## config.mk

```make
export PLATFORM = sky130hd
export DESIGN_NAME = ofs_plat_prim_uid_arb
export DESIGN_NICKNAME = d
export VERILOG_FILES = /design/src/rtl/ofs_plat_prim_uid_arb_pkg.sv /design/src/rtl/ofs_plat_prim_rr_arb.sv /design/src/rtl/ofs_plat_prim_uid_arb.sv
export SDC_FILE = /design/constraint.sdc
export NUM_CORES = 1
export LEC_CHECK = 0
export ABC_CLOCK_PERIOD_IN_PS = 15700
export BUFFER_PORTS_ARGS = -buffer_cell sky130_fd_sc_hd__buf_2
export CAP_MARGIN = 20
export CORE_MARGIN = 8
export CORE_UTILIZATION = 60
export DETAILED_ROUTE_END_ITERATION = 6
export PLACE_DENSITY = 0.81
export SYNTH_ARGS = -nofsm -noshare
export SYNTH_HDL_FRONTEND = slang
export SYNTH_SLANG_ARGS = --single-unit
```

## constraint.sdc

```tcl
create_clock -name clk -period 15.7 [get_ports clk]
set_input_delay 0.785 -clock clk [delete_from_list [all_inputs] [get_ports clk]]
set_output_delay 0.785 -clock clk [all_outputs]
set_load 0.01 [all_outputs]
```

## src/rtl/ofs_plat_prim_uid_arb_pkg.sv

```systemverilog
`default_nettype none
// ============================================================================
// Module  : ofs_plat_prim_uid_arb_pkg
// Purpose : Shared types, default sizes and helpers for the UID arbiter.
//           The typedefs describe the default configuration. The top level
//           derives its own widths from its parameters, so a non-default
//           instance never depends on these typedefs.
// Revision: 1.0  initial release
// ============================================================================
package ofs_plat_prim_uid_arb_pkg;

    localparam int UID_ARB_N_PORTS         = 4;
    localparam int UID_ARB_N_ENTRIES       = 32;
    localparam int UID_ARB_MAX_OUTSTANDING = 8;

    localparam int UID_ARB_UID_W    = $clog2(UID_ARB_N_ENTRIES);
    localparam int UID_ARB_PORT_W   = $clog2(UID_ARB_N_PORTS);
    localparam int UID_ARB_CREDIT_W = $clog2(UID_ARB_MAX_OUTSTANDING + 1);

    typedef logic [UID_ARB_UID_W-1:0]    t_uid;
    typedef logic [UID_ARB_PORT_W-1:0]   t_port_idx;
    typedef logic [UID_ARB_CREDIT_W-1:0] t_credit;

    // Widest packed per-port vector that get_slice() can index.
    localparam int SLICE_VEC_W = 1024;

    // Return field 'idx' of a packed vector made of 'width'-bit fields.
    // Fields wider than 32 bits are not supported.
    function automatic logic [31:0] get_slice(input logic [SLICE_VEC_W-1:0] vec,
                                              input int unsigned            width,
                                              input int unsigned            idx);
        logic [SLICE_VEC_W-1:0] shifted;
        logic [31:0]            mask;
        shifted = vec >> (width * idx);
        mask    = (width >= 32) ? '1 : ((32'd1 << width) - 32'd1);
        return shifted[31:0] & mask;
    endfunction

endpackage
`default_nettype wire

```

## src/rtl/ofs_plat_prim_rr_arb.sv

```systemverilog
`default_nettype none
// ============================================================================
// Module  : ofs_plat_prim_rr_arb
// Purpose : Round-robin arbiter. Picks one requester per cycle and returns a
//           one-hot grant. The search starts at the pointer. When en_i is
//           high and a grant is issued, the pointer moves to the port after
//           the winner.
// Ports   : clk, reset    clock, async active-high reset (pointer -> port 0)
//           req_i         request vector
//           en_i          allow the pointer to advance this cycle
//           gnt_o         one-hot grant (zero when no request)
//           gnt_idx_o     index of the granted port
//           gnt_any_o     any grant this cycle
// Revision: 1.0  initial release
// ============================================================================
module ofs_plat_prim_rr_arb #(
    parameter  int N_PORTS = 4,
    localparam int IDX_W   = $clog2(N_PORTS)
) (
    input  logic               clk,
    input  logic               reset,
    input  logic [N_PORTS-1:0] req_i,
    input  logic               en_i,
    output logic [N_PORTS-1:0] gnt_o,
    output logic [IDX_W-1:0]   gnt_idx_o,
    output logic               gnt_any_o
);

    logic [IDX_W-1:0] ptr_q;
    logic [IDX_W-1:0] ptr_d;

    always_comb begin
        int idx;
        idx       = 0;
        gnt_o     = '0;
        gnt_idx_o = '0;
        gnt_any_o = 1'b0;
        for (int i = 0; i < N_PORTS; i++) begin
            idx = (int'(ptr_q) + i) % N_PORTS;
            if (!gnt_any_o && req_i[IDX_W'(idx)]) begin
                gnt_any_o            = 1'b1;
                gnt_o[IDX_W'(idx)]   = 1'b1;
                gnt_idx_o            = IDX_W'(idx);
            end
        end
    end

    always_comb begin
        ptr_d = ptr_q;
        if (en_i && gnt_any_o) begin
            ptr_d = (gnt_idx_o == IDX_W'(N_PORTS - 1)) ? '0 : gnt_idx_o + 1'b1;
        end
    end

    always_ff @(posedge clk or posedge reset) begin
        if (reset) begin
            ptr_q <= '0;
        end else begin
            ptr_q <= ptr_d;
        end
    end

endmodule
`default_nettype wire

```

## src/rtl/ofs_plat_prim_uid_arb.sv

```systemverilog
`default_nettype none
// ============================================================================
// Module  : ofs_plat_prim_uid_arb
// Purpose : Shares one UID allocator among N_PORTS requesters. Allocation and
//           free each use their own round-robin arbiter. A per-port
//           outstanding limit is enforced, and the owner of each UID is
//           recorded so the credit returns to the right port. Protocol
//           errors are flagged on err.
// Ports   : clk, reset      clock, async active-high reset
//           req_valid/ready per-port UID request / acceptance (comb)
//           grant_valid/uid registered UID delivery, 1 cycle after accept
//           free_valid/uid  per-port UID return (packed UID per port)
//           free_ready      free acceptance (comb)
//           alloc/ready/uid allocator consume handshake
//           free/free_uid_out registered release to the allocator
//           outstanding     packed per-port held count
//           err             sticky protocol error
// Revision: 1.0  initial release
// ============================================================================
module ofs_plat_prim_uid_arb
    import ofs_plat_prim_uid_arb_pkg::*;
#(
    parameter  int N_PORTS         = UID_ARB_N_PORTS,
    parameter  int N_ENTRIES       = UID_ARB_N_ENTRIES,
    parameter  int MAX_OUTSTANDING = UID_ARB_MAX_OUTSTANDING,
    localparam int UID_W           = $clog2(N_ENTRIES),
    localparam int PORT_W          = $clog2(N_PORTS),
    localparam int CNT_W           = $clog2(MAX_OUTSTANDING + 1)
) (
    input  logic                       clk,
    input  logic                       reset,
    input  logic [N_PORTS-1:0]         req_valid,
    output logic [N_PORTS-1:0]         req_ready,
    output logic [N_PORTS-1:0]         grant_valid,
    output logic [UID_W-1:0]           grant_uid,
    input  logic [N_PORTS-1:0]         free_valid,
    input  logic [N_PORTS*UID_W-1:0]   free_uid,
    output logic [N_PORTS-1:0]         free_ready,
    output logic                       alloc,
    input  logic                       alloc_ready,
    input  logic [UID_W-1:0]           alloc_uid,
    output logic                       free,
    output logic [UID_W-1:0]           free_uid_out,
    output logic [N_PORTS*CNT_W-1:0]   outstanding,
    output logic                       err
);

    localparam logic [CNT_W-1:0] MAX_CNT = CNT_W'(MAX_OUTSTANDING);

    logic [CNT_W-1:0]   cnt_q [N_PORTS];
    logic [N_ENTRIES-1:0] busy_q;
    logic [N_ENTRIES-1:0] busy_d;
    logic [PORT_W-1:0]  owner_q [N_ENTRIES];

    logic [N_PORTS-1:0] grant_valid_q;
    logic [UID_W-1:0]   grant_uid_q;
    logic               free_q;
    logic [UID_W-1:0]   free_uid_q;
    logic               err_q;

    logic [N_PORTS-1:0] elig;
    logic [N_PORTS-1:0] a_req, a_gnt, f_req, f_gnt;
    logic [PORT_W-1:0]  a_idx, f_idx;
    logic               a_any, f_any;
    logic [N_PORTS-1:0] cnt_inc, cnt_dec;

    logic [UID_W-1:0]   fr_uid;
    logic               fr_busy;
    logic [PORT_W-1:0]  fr_owner;
    logic               fr_err;
    logic               collide;

    // ------------------------------------------------------------------
    // Arbitration. Both request vectors are gated by reset so that the
    // combinational handshakes are also 0 while reset is asserted.
    // ------------------------------------------------------------------
    for (genvar p = 0; p < N_PORTS; p++) begin : g_elig
        assign elig[p] = req_valid[p] && (cnt_q[p] < MAX_CNT);
    end

    assign a_req = elig & {N_PORTS{alloc_ready & ~reset}};
    assign f_req = free_valid & {N_PORTS{~reset}};

    ofs_plat_prim_rr_arb #(.N_PORTS(N_PORTS)) u_alloc_arb (
        .clk       (clk),
        .reset     (reset),
        .req_i     (a_req),
        .en_i      (alloc_ready & ~reset),
        .gnt_o     (a_gnt),
        .gnt_idx_o (a_idx),
        .gnt_any_o (a_any)
    );

    ofs_plat_prim_rr_arb #(.N_PORTS(N_PORTS)) u_free_arb (
        .clk       (clk),
        .reset     (reset),
        .req_i     (f_req),
        .en_i      (~reset),
        .gnt_o     (f_gnt),
        .gnt_idx_o (f_idx),
        .gnt_any_o (f_any)
    );

    assign req_ready  = a_gnt;
    assign alloc      = a_any;
    assign free_ready = f_gnt;

    // ------------------------------------------------------------------
    // Free-path lookup. Owner and busy are read before this cycle's
    // update, so a colliding alloc does not hide the free's error.
    // ------------------------------------------------------------------
    assign fr_uid   = UID_W'(get_slice(SLICE_VEC_W'(free_uid), UID_W, 32'(f_idx)));
    assign fr_busy  = busy_q[fr_uid];
    assign fr_owner = owner_q[fr_uid];
    assign fr_err   = f_any && (!fr_busy || (fr_owner != f_idx));
    assign collide  = f_any && a_any && (fr_uid == alloc_uid);

    // The credit goes back to the recorded owner, not to the port that
    // freed the UID. A free of an idle UID returns no credit.
    for (genvar p = 0; p < N_PORTS; p++) begin : g_cnt
        assign cnt_inc[p] = a_gnt[p];
        assign cnt_dec[p] = f_any && fr_busy && (fr_owner == PORT_W'(p));
        assign outstanding[p*CNT_W +: CNT_W] = cnt_q[p];
    end

    // Clear first, then set, so an alloc wins a same-UID collision.
    always_comb begin
        busy_d = busy_q;
        if (f_any) busy_d[fr_uid]    = 1'b0;
        if (a_any) busy_d[alloc_uid] = 1'b1;
    end

    always_ff @(posedge clk or posedge reset) begin
        if (reset) begin
            for (int p = 0; p < N_PORTS; p++) cnt_q[p] <= '0;
            busy_q        <= '0;
            grant_valid_q <= '0;
            grant_uid_q   <= '0;
            free_q        <= 1'b0;
            free_uid_q    <= '0;
            err_q         <= 1'b0;
        end else begin
            for (int p = 0; p < N_PORTS; p++) begin
                case ({cnt_inc[p], cnt_dec[p]})
                    2'b10:   cnt_q[p] <= cnt_q[p] + 1'b1;
                    2'b01:   cnt_q[p] <= cnt_q[p] - 1'b1;
                    default: cnt_q[p] <= cnt_q[p];
                endcase
            end
            busy_q        <= busy_d;
            grant_valid_q <= a_gnt;
            grant_uid_q   <= a_any ? alloc_uid : '0;
            free_q        <= f_any;
            free_uid_q    <= f_any ? fr_uid : '0;
            if (fr_err || collide) err_q <= 1'b1;
        end
    end

    // The owner table needs no reset: it is only consulted for busy UIDs.
    always_ff @(posedge clk) begin
        if (a_any) owner_q[alloc_uid] <= a_idx;
    end

    assign grant_valid  = grant_valid_q;
    assign grant_uid    = grant_uid_q;
    assign free         = free_q;
    assign free_uid_out = free_uid_q;
    assign err          = err_q;

    // Credit counters must never wrap.
    for (genvar p = 0; p < N_PORTS; p++) begin : g_cnt_chk
        a_no_overflow : assert property (@(posedge clk) disable iff (reset)
            !(cnt_inc[p] && !cnt_dec[p] && (cnt_q[p] == MAX_CNT)));
        a_no_underflow : assert property (@(posedge clk) disable iff (reset)
            !(cnt_dec[p] && !cnt_inc[p] && (cnt_q[p] == '0)));
    end

endmodule
`default_nettype wire

```

======== After elaboration in Yosys (flattened, before gate mapping) ========
Memory sizes are Yosys's and may differ from the RTL's.
Index checks and enable logic that the tools add are counted.
operators by class
  $add $sub $neg .......................... 16
  $mul .................................... 1
  magnitude comparators ................... 24
  equal/unequal tests ..................... 15
  shifts and indexed selects .............. 1
  muxes and demuxes ....................... 82
  bitwise logic cells ..................... 13
  reduce and logical (&&, ||, !) cells .... 44
operator list
  cell                                                                                 number
  32-bit two-way mux                                                                   2
  1-bit two-way mux                                                                    37
  32-bit bitwise AND                                                                   1
  2-bit by 4-bit < comparator with 1-bit output, second input constant                 8
  4-bit two-way mux                                                                    8
  32-bit inverter                                                                      1
  32-bit bitwise OR                                                                    1
  4-bit case mux with 2 select lines                                                   4
  1-bit logical AND                                                                    30
  4-bit bitwise OR                                                                     6
  2-bit two-way mux                                                                    10
  20-bit by 5-bit >> shifter with 5-bit output                                         1
  4-bit by 1-bit adder with 4-bit output, second input constant                        4
  1-bit binary-select mux with 2-bit select                                            8
  1-bit demux with 2-bit select                                                        8
  2-bit equality test, second input constant                                           8
  2-bit by 1-bit greater-or-equal comparator with 1-bit output, second input constant  8
  4-bit < comparator, second input constant                                            4
  4-bit by 1-bit subtractor with 4-bit output, second input constant                   4
  5-bit by 6-bit < comparator with 1-bit output, second input constant                 2
  1-bit demux with 5-bit select                                                        2
  2-bit by 1-bit equality test with 1-bit output, second input constant                5
  5-bit by 1-bit greater-or-equal comparator with 1-bit output, second input constant  2
  5-bit two-way mux                                                                    2
  other kinds (13)                                                                     30
word-level totals
  register bits after elaboration ......... 68
  bits in writable memories ............... 64
  bits of input ports ..................... 36
  output and inout port bits .............. 41
  word-level logic and storage cells ...... 209
  memories ................................ 1
memory list
  memory   depth  width  read ports  clocked after Yosys merged registers in  wr ports  RTL line                     text
  owner_q  32     2      1           0                                        1         ofs_plat_prim_uid_arb.sv:53  logic [PORT_W-1:0] owner_q [N_ENTRIES];

======== Depth between registers and ports, before layout ========
Gate-level depths: netlist of the first run.
  word-level depth ........................ 26
  gate-level depth with buffers ........... 23
  gate-level depth less buffers ........... 20

======== Modules after synthesis ========
From an unflattened synthesis of the first run, not the netlist that was laid out.
second synthesis, totals
  cells, all modules ...................... 617
  area, all modules ....................... 7312.0 um^2
by module, submodules not included
  module                              instances  cells each  area an instance (um^2)  seq. area each (um^2)
  ofs_plat_prim_uid_arb               1          484         6094.6                   3523.4
  ofs_plat_prim_rr_arb (u_free_arb)   1          69          609.3                    50.0
  ofs_plat_prim_rr_arb (u_alloc_arb)  1          64          608.1                    50.0

======== Worst setup path before layout of the first run ========
OpenSTA, ideal clock, no wires.
  path type ............................... in2reg
  start ................................... input port reset
  end ..................................... register cnt_q, in the netlist outstanding[7]
  setup time .............................. 0.128 ns
  data arrival time ....................... 5.708 ns
  data required time ...................... 15.572 ns
  setup slack ............................. 9.864 ns
  stages .................................. 16
  buffers on the path ..................... 1
  cells stage by stage .................... inv_1 -> nand3_4 -> mux2i_4 -> buf_6 -> mux2i_1 -> mux2_2 -> o22ai_1 -> or4_4 -> nor4_1 -> ha_1 -> ha_1 -> a21o_1 -> a21oi_1 -> xnor2_1 -> nor2_1 -> xor2_1
between the ends
  cells in the longest elaborated chain, start to end .. 23
  elaborated cells on any way between the ends .. 70
ends and longest elaborated chain
  item                                                        RTL line                                                  text
  from (decl)                                                 ofs_plat_prim_uid_arb.sv:31                               input logic reset,
  1-bit inverter *                                            ofs_plat_prim_uid_arb.sv:81, ofs_plat_prim_uid_arb.sv:82
  branches (longest 22 deep; another with 4-bit bitwise AND)  n/a
  to (signal, indexed assignment)                             ofs_plat_prim_uid_arb.sv:145                              2'b10: cnt_q[p] <= cnt_q[p] + 1'b1;
  to (signal, indexed assignment)                             ofs_plat_prim_uid_arb.sv:146                              2'b01: cnt_q[p] <= cnt_q[p] - 1'b1;
  to (signal, indexed assignment)                             ofs_plat_prim_uid_arb.sv:147                              default: cnt_q[p] <= cnt_q[p];
  to (decl)                                                   ofs_plat_prim_uid_arb.sv:50                               logic [CNT_W-1:0] cnt_q [N_PORTS];
Mark *: on every way between the ends. The select of a mux whose other input is x is not followed.
A chain may end at the register's enable or synchronous reset.

======== Final worst setup path of the first run ========
  start ................................... register u_free_arb.ptr_q[0]
  end ..................................... register cnt_q, in the netlist outstanding[7]
between the ends
  cells in the longest elaborated chain, start to end .. 21
  elaborated cells on any way between the ends .. 41
ends and longest elaborated chain
  item                                                                                          RTL line                      text
  from (decl)                                                                                   ofs_plat_prim_rr_arb.sv:29    logic [IDX_W-1:0] ptr_q;
  from (signal assigned)                                                                        ofs_plat_prim_rr_arb.sv:59    ptr_q <= ptr_d;
  branches (longest 18 deep; another with 2-bit by 1-bit adder with 2-bit output)               n/a
  1-bit logical AND *                                                                           ofs_plat_prim_uid_arb.sv:122  assign cnt_dec[p] = f_any && fr_busy && (fr_owner == PORT_W'(p));
  2-bit by 1-bit equality test with 1-bit output / 2-bit equality test (equally long branches)  ofs_plat_prim_uid_arb.sv:144  case ({cnt_inc[p], cnt_dec[p]})
  4-bit case mux with 2 select lines / 2-bit nonzero test (equally long branches)               n/a
Marked as above.

==> reports/metrics.yaml, run 1 <==
detailed_routing:
  top_layer: "met4"
  antenna_left: 0
  met3WireLength_um: 1240
  totalWireLength_um: 17100
  routed-wl-met2_um: 8590
  first_pass_iters: 5
  wire_per_inst_um: 19.8
  post-route-drc-count: 0
  wl_met1_um: 6930
  viasPerCell: 6.12
  drt_iter0_drc: 429
  vias: 5278
setup_path:
  endpoint_kind: "flop"
  reg2reg_from: "u_free_arb.ptr_q[0]"
  path_common_cell: "ha_1"
  path_cells: "inv_1 > ha_1 > a211oi_1 > a2111oi_4 > mux2i_1 > mux2i_4 > buf_4 > mux2i_1 > mux2_2 > o22ai_1 > or4_4 > nor4_1 > ha_1 > ha_1 > a21o_1 > a21oi_1 > xnor2_1 > nor2_1 > xor2_1"
  crit_fanout: 52
  crit_arrival_ns: 7.15
  r2r_setup_slack_ns: 8.85
  reg2reg_to: "outstanding[7]"
  reg2reg_depth: 19
  required_ns: 16.00
  slowest_stage: "a2111oi_4"
  crit_path_max_incr_delay_ns: 0.96
  worstSetupStartpointType: "flop"
  crit_type: "reg -> reg"
finish:
  final_cell_mix: "o21ai_0, buf_2, mux2i_1, dfrtp_1, edfxtp_1"
  instances_no_fill: 862
  diodes: 0
  fill_cells: 862
  nets: 770
  area.growth.synth_to_final_pct: 15.2
  drive_above_1_share_pct: 21.4
  mostFrequentLayoutCell: "o21ai_0"
clock_tree:
  ctsRootBufferMaster: "clkbuf_16"
  cts-hold-fix-buffers: 0
  postCtsSetupRepairBufs: 0
  cts.reportedPaths.clkPinSlew_ns: 0.06
  cts_buffers: 17
  cts_tree: "yes"
  ctsResizeCount: 0
  clock_sinks: 132
  htreeDepth: 4
  worstSkewPairLatency_ns: 0.42
  clockBufferDepth: 2
logic_synthesis:
  syn_avg_cell_area_um2: 11.5
  synth_area_leader_cell: "edfxtp_1"
  synthFlopType: "dfrtp_1"
  yosysUniqueCellTypes: 56
  synth-edff-count: 64
  async_flop_share_pct: 51.5
  postSynthCellCount: 625
  ys_seq_area_share_pct: 50.5
  synth_top_cells_by_area: "edfxtp_1, dfrtp_1, mux2i_1"
  synth-seq-cells: 132
  synth.top_cell.area_share_pct: 26.8
  syn-num-nets: 693
  syn_area_um2: 7180
  ys_warn_count: 0
power_and_ir_drop:
  p_per_area_nw_per_um2: 193
  p_int_w: 0.000981
  p_comb_share_pct: 42.8
  vdd_ir_drop_max_uv: 114
  p_sw_share_pct: 38.4
  p_seq_share_pct: 32.3
  switching_power_w: 0.000611
  finalPower_w: 0.00159
  p_leak_nw: 3.58
  clockPowerShare_pct: 24.9
sta:
  slew_violations: 0
  fmax_mhz: 146
  rsz0062_at_grt: "false"
  post-route-period-util_pct: 43.6
  setup_violations: 0
  fin_skew_ns: 0.0102
  hold_violations: 0
  finalSetupTns_ns: 0
  worst_pin_slew_ns: 1.03
  period_needed_ns: 6.85
  slew_headroom_pct: 31.2
placement:
  hpwl_um: 11200
  place_congestion: 0.876
  dp_cells: 829
  portBuffers: 76
global_route:
  grt_pass1_wl_um: 27300
  grt_max_degree: 72
  grt_overflow_total: 0
  antenna_found_initial: 0
  grt_pass1_vias: 5409
  grtUsageTotal_pct: 22.0
floorplanning:
  die_area_um2: 15700
  start_util_pct: 60.5
  fp-row-count: 40
  die_w_um: 125
  die_y_um: 125
  num_io_pins: 77
  core_um2: 11900
worst_hold_path:
  min_to: "outstanding[8]"
  hold_class: "reg -> reg"
  hold_start: "outstanding[8]"
  holdPathStages: 1
run:
  cap_violations: 0
run_status:
  status: "complete, no violations"
worst max-delay path by stage:
stage                        start             end  slack [ns]  cells after the start
6_report       u_free_arb.ptr_q[0]  outstanding[7]        8.85                     19
2_1_floorplan                reset  outstanding[7]        9.86                     16
4_1_cts        u_free_arb.ptr_q[0]  outstanding[7]        8.89                     19
3_3_place_gp   u_free_arb.ptr_q[0]  outstanding[7]        9.35                     19
3_5_place_dp   u_free_arb.ptr_q[0]  outstanding[7]        9.01                     19
5_1_grt        u_free_arb.ptr_q[0]  outstanding[7]        8.46                     19
stage by stage:
step	cell area (µm²)	hold slack (ns)	setup slack, ns	utilization, %
after floorplan	7180	0.473	9.86	-
after global placement	7650	0.488	9.35	64.5
after detailed placement	7650	0.498	9.01	64.5
after CTS	8240	0.508	8.89	69.5
after global routing	8270	0.539	8.46	69.7
final	8270	0.510	8.85	69.7
power by group through the flow:
stage	Sequential (W)	Combinational, W	Clock (W)
floorplan	0.000515	0.000500	0
global placement	0.000514	0.000642	0
detailed placement	0.000520	0.000668	0
CTS	0.000514	0.000674	0.000401
global route	0.000523	0.000743	0.000415
finish	0.000515	0.000681	0.000396
cells in the mapped netlist, types with 3 or more instances:
cell / instances
a22oi_1: 4
and2_1: 16
mux2i_2: 3
a21o_1: 5
nor2_1: 54
clkbuf_1: 12
buf_6: 4
nand2_1: 29
nor3_1: 3
a31oi_1: 3
a31o_2: 4
nand3_1: 9
o22ai_1: 12
a221oi_1: 4
mux2i_1: 71
nor4_1: 3
o21ai_0: 82
mux2_2: 18
a21oi_1: 8
fa_1: 4
xor2_1: 10
ha_1: 28
or3_1: 6
xnor2_1: 15
nand3b_1: 7
edfxtp_1: 64
buf_2: 4
inv_1: 27
nand2b_1: 7
nor3b_1: 6
dfrtp_1: 68
layout make-up:
type | instances | area [µm²] | share of cell area, %
well taps | 147 | 184 | 2.22
clock inverters | 15 | 169 | 2.04
repair buffers | 81 | 438 | 5.30
multi-input cells | 443 | 3330 | 40.2
flip-flops and latches | 132 | 3620 | 43.8
clock buffers | 17 | 425 | 5.14
inverters | 27 | 101 | 1.23
state kept, by name (all words and copies together), names as in the netlist, named ones only:
signal,count
free,1
outstanding,16
owner_q,64
grant_valid,4
busy_q,32
free_uid_out,5
u_free_arb.ptr_q,2
u_alloc_arb.ptr_q,1
grant_uid,5
err,1
metal layers:
metal  global-route usage (%)  vias to the layer above
met3                     6.08                       25
met2                     37.1                      221
met1                     25.9                     2598
met5                        0                        -
li1                         -                     2434
met4                     9.17                        0
cells by family after synthesis:
kind of cell	count (synthesis)	synth area share [%]
mux	95	14.2
simple gates	151	10.9
fa+ha+maj	32	6.00
compound gates	140	11.9
xor+xnor	25	3.05
buf+inv	50	3.36
flops	132	50.5
critical path: cells and delay by family, from the launching register on:
kind                       cells  cell delay (ns)
AOI/OAI and AO/OA              5             1.51
xor gates and xnor gates       2             0.29
adders and majority gates      3             1.03
buffers and inverters          2             0.97
DFF                            1             0.73
muxes                          4             1.02
and+or+nand+nor                3             1.16
(Power assumes the default switching activity.)
==> run 2, diff against run 1 <==
--- a/config.mk
+++ b/config.mk
@@ -5,13 +5,13 @@
 export SDC_FILE = /design/constraint.sdc
 export NUM_CORES = 1
 export LEC_CHECK = 0
-export ABC_CLOCK_PERIOD_IN_PS = 15700
+export ABC_CLOCK_PERIOD_IN_PS = 5900
 export BUFFER_PORTS_ARGS = -buffer_cell sky130_fd_sc_hd__buf_2
 export CAP_MARGIN = 20
 export CORE_MARGIN = 8
-export CORE_UTILIZATION = 60
+export CORE_UTILIZATION = 54
 export DETAILED_ROUTE_END_ITERATION = 6
-export PLACE_DENSITY = 0.81
+export PLACE_DENSITY = 0.77
 export SYNTH_ARGS = -nofsm -noshare
 export SYNTH_HDL_FRONTEND = slang
 export SYNTH_SLANG_ARGS = --single-unit
==> constraint.sdc (replaced) <==
create_clock -name clk -period 5.9 [get_ports clk]
set_input_delay 0.295 -clock clk [delete_from_list [all_inputs] [get_ports clk]]
set_output_delay 0.295 -clock clk [all_outputs]
set_load 0.01 [all_outputs]
==> reports/metrics.yaml, run 2 (synthesis gave the netlist of run 1 again) <==
clock_tree:
  cts.reportedPaths.clkPinSlew_ns: 0.06
  worstSkewPairLatency_ns: 0.42
  cts-hold-fix-buffers: 0
  ctsRootBufferMaster: "clkbuf_16"
  clockBufferDepth: 2
  cts_buffers: 17
  htreeDepth: 4
  clock_sinks: 132
  cts_tree: "yes"
floorplanning:
  start_util_pct: 54.6
  num_io_pins: 77
  fp-row-count: 42
  die_area_um2: 17200
  die_y_um: 131
  core_um2: 13100
  die_w_um: 131
finish:
  area.growth.synth_to_final_pct: 17.7
  multi_input_area_um2: 3330
  mostFrequentLayoutCell: "o21ai_0"
  diodes: 0
  largest_reg_flops: 64
  drive_above_1_share_pct: 23.0
  nets: 780
  ff_latch_area_um2: 3620
  largest-register: "owner_q"
  instances_no_fill: 901
  final_cell_mix: "o21ai_0, buf_2, mux2i_1, dfrtp_1, edfxtp_1"
  fill_cells: 1042
sta:
  slew_headroom_pct: 39.6
  slew_violations: 0
  hold_ws_ns: 0.191
  setup_violations: 0
  post-route-period-util_pct: 94.2
  rsz0062_at_grt: "false"
  fmax_mhz: 180
  period_needed_ns: 5.56
  hold_violations: 0
  finalSetupTns_ns: 0
  fin_skew_ns: 0.00675
  worst_pin_slew_ns: 0.906
  worst_slack_ns: 0.340
setup_path:
  reg2reg_depth: 20
  crit_path_max_incr_delay_ns: 0.57
  slowest_stage: "or4_4"
  path_delay_family: "simple AND/OR/NAND/NOR gates"
  crit_fanout: 9
  endpoint_kind: "flop"
  endpoint: "outstanding[3]"
  r2r_setup_slack_ns: 0.34
  required_ns: 6.20
  startpoint: "u_free_arb.ptr_q[1]"
  crit_arrival_ns: 5.86
  path_cells: "clkinvlp_4 > ha_2 > mux4_2 > nor2b_4 > a211o_1 > nand3_4 > mux2i_2 > nor2b_1 > nand2b_1 > o22ai_1 > or4_4 > nor3_1 > and2_1 > ha_1 > ha_1 > a21o_1 > a21oi_1 > xnor2_1 > nor2_1 > xnor2_1"
  reg2reg_from: "u_free_arb.ptr_q[1]"
  path_depth: 20
  worstSetupStartpointType: "flop"
  crit_type: "reg -> reg"
  reg2reg_to: "outstanding[3]"
  cp_num_buf_inv: 1
global_route:
  grt_overflow_total: 0
  grt_pass1_vias: 5286
  grt_max_degree: 73
  grtUsageTotal_pct: 19.7
  grt_pass1_wl_um: 27600
  antenna_found_initial: 0
detailed_routing:
  post-route-drc-count: 0
  viasPerCell: 5.96
  wire_per_inst_um: 19.3
  totalWireLength_um: 17400
  vias: 5368
  antenna_left: 0
  first_pass_iters: 5
  drt_iter0_drc: 535
placement:
  dp_cells: 862
  hpwl_um: 11600
  pre_cts_ws_ns: 0.216
  portBuffers: 76
  place_congestion: 0.909
power_and_ir_drop:
  p_per_area_nw_per_um2: 517
  p_leak_nw: 3.65
  vdd_ir_drop_max_uv: 258
run_status:
  status: "complete, no violations"
run:
  cap_violations: 0
worst_hold_path:
  hold_class: "in -> reg"
==> run 2: cell types whose count changed in the layout (fill, tap and decap cells not counted), sizes merged <==
cell,previous run,this run
clkinvlp,1,2
clkbuf,17,20
inv,35,32
buf,81,90
==> run 2: metal layers <==
metal | wire (µm) | track usage (%)
met2 | 8610 | 31.5
met4 | 238 | 8.62
met1 | 7370 | 24.8
met5 | 0 | 0
met3 | 1180 | 5.11
==> run 2: how the worst min path moves through the flow <==
stage                       from            to  slack, ns  depth (start not counted)
global placement      busy_q[14]    busy_q[14]       0.49                          2
CTS                 alloc_uid[0]  grant_uid[0]       0.17                          2
detailed placement     busy_q[4]     busy_q[4]       0.50                          2
global route        alloc_uid[0]  grant_uid[0]       0.19                          2
floorplan           alloc_uid[0]  grant_uid[0]       0.42                          1
finish              alloc_uid[0]  grant_uid[0]       0.19                          2
==> run 2: layout make-up <==
cell class | instances | area share, %
clock buffers | 19 | 5.37
clock inverters | 13 | 1.72
inverters | 27 | 1.24
multi-input cells | 443 | 39.4
flip-flops and latches | 132 | 42.9
well taps | 176 | 2.61
repair buffers | 91 | 6.72
==> run 2: power by group <==
part	internal [W]	leakage (nW)	switching, W
Sequential	0.00121	1.45	0.000138
Combinational	0.000850	1.90	0.00111
Clock	0.000653	0.295	0.000406
Total	0.00272	3.65	0.00165
==> run 2: metrics by stage <==
stage                     cell area, µm²  util, %  total power (W)
after floorplan                     7180        -          0.00270
after global placement              7750     59.0          0.00314
after detailed placement            7750     59.0          0.00322
after CTS                           8350     63.6          0.00430
after global routing                8450     64.3          0.00460
final                               8450     64.3          0.00437
==> run 2: repair_timing <==
action                                  in CTS  in global routing
buffers inserted                             0                  5
endpoints found under the setup margin       0                  5
resized for setup                            0                  4
hold endpoints to repair                     0                  0
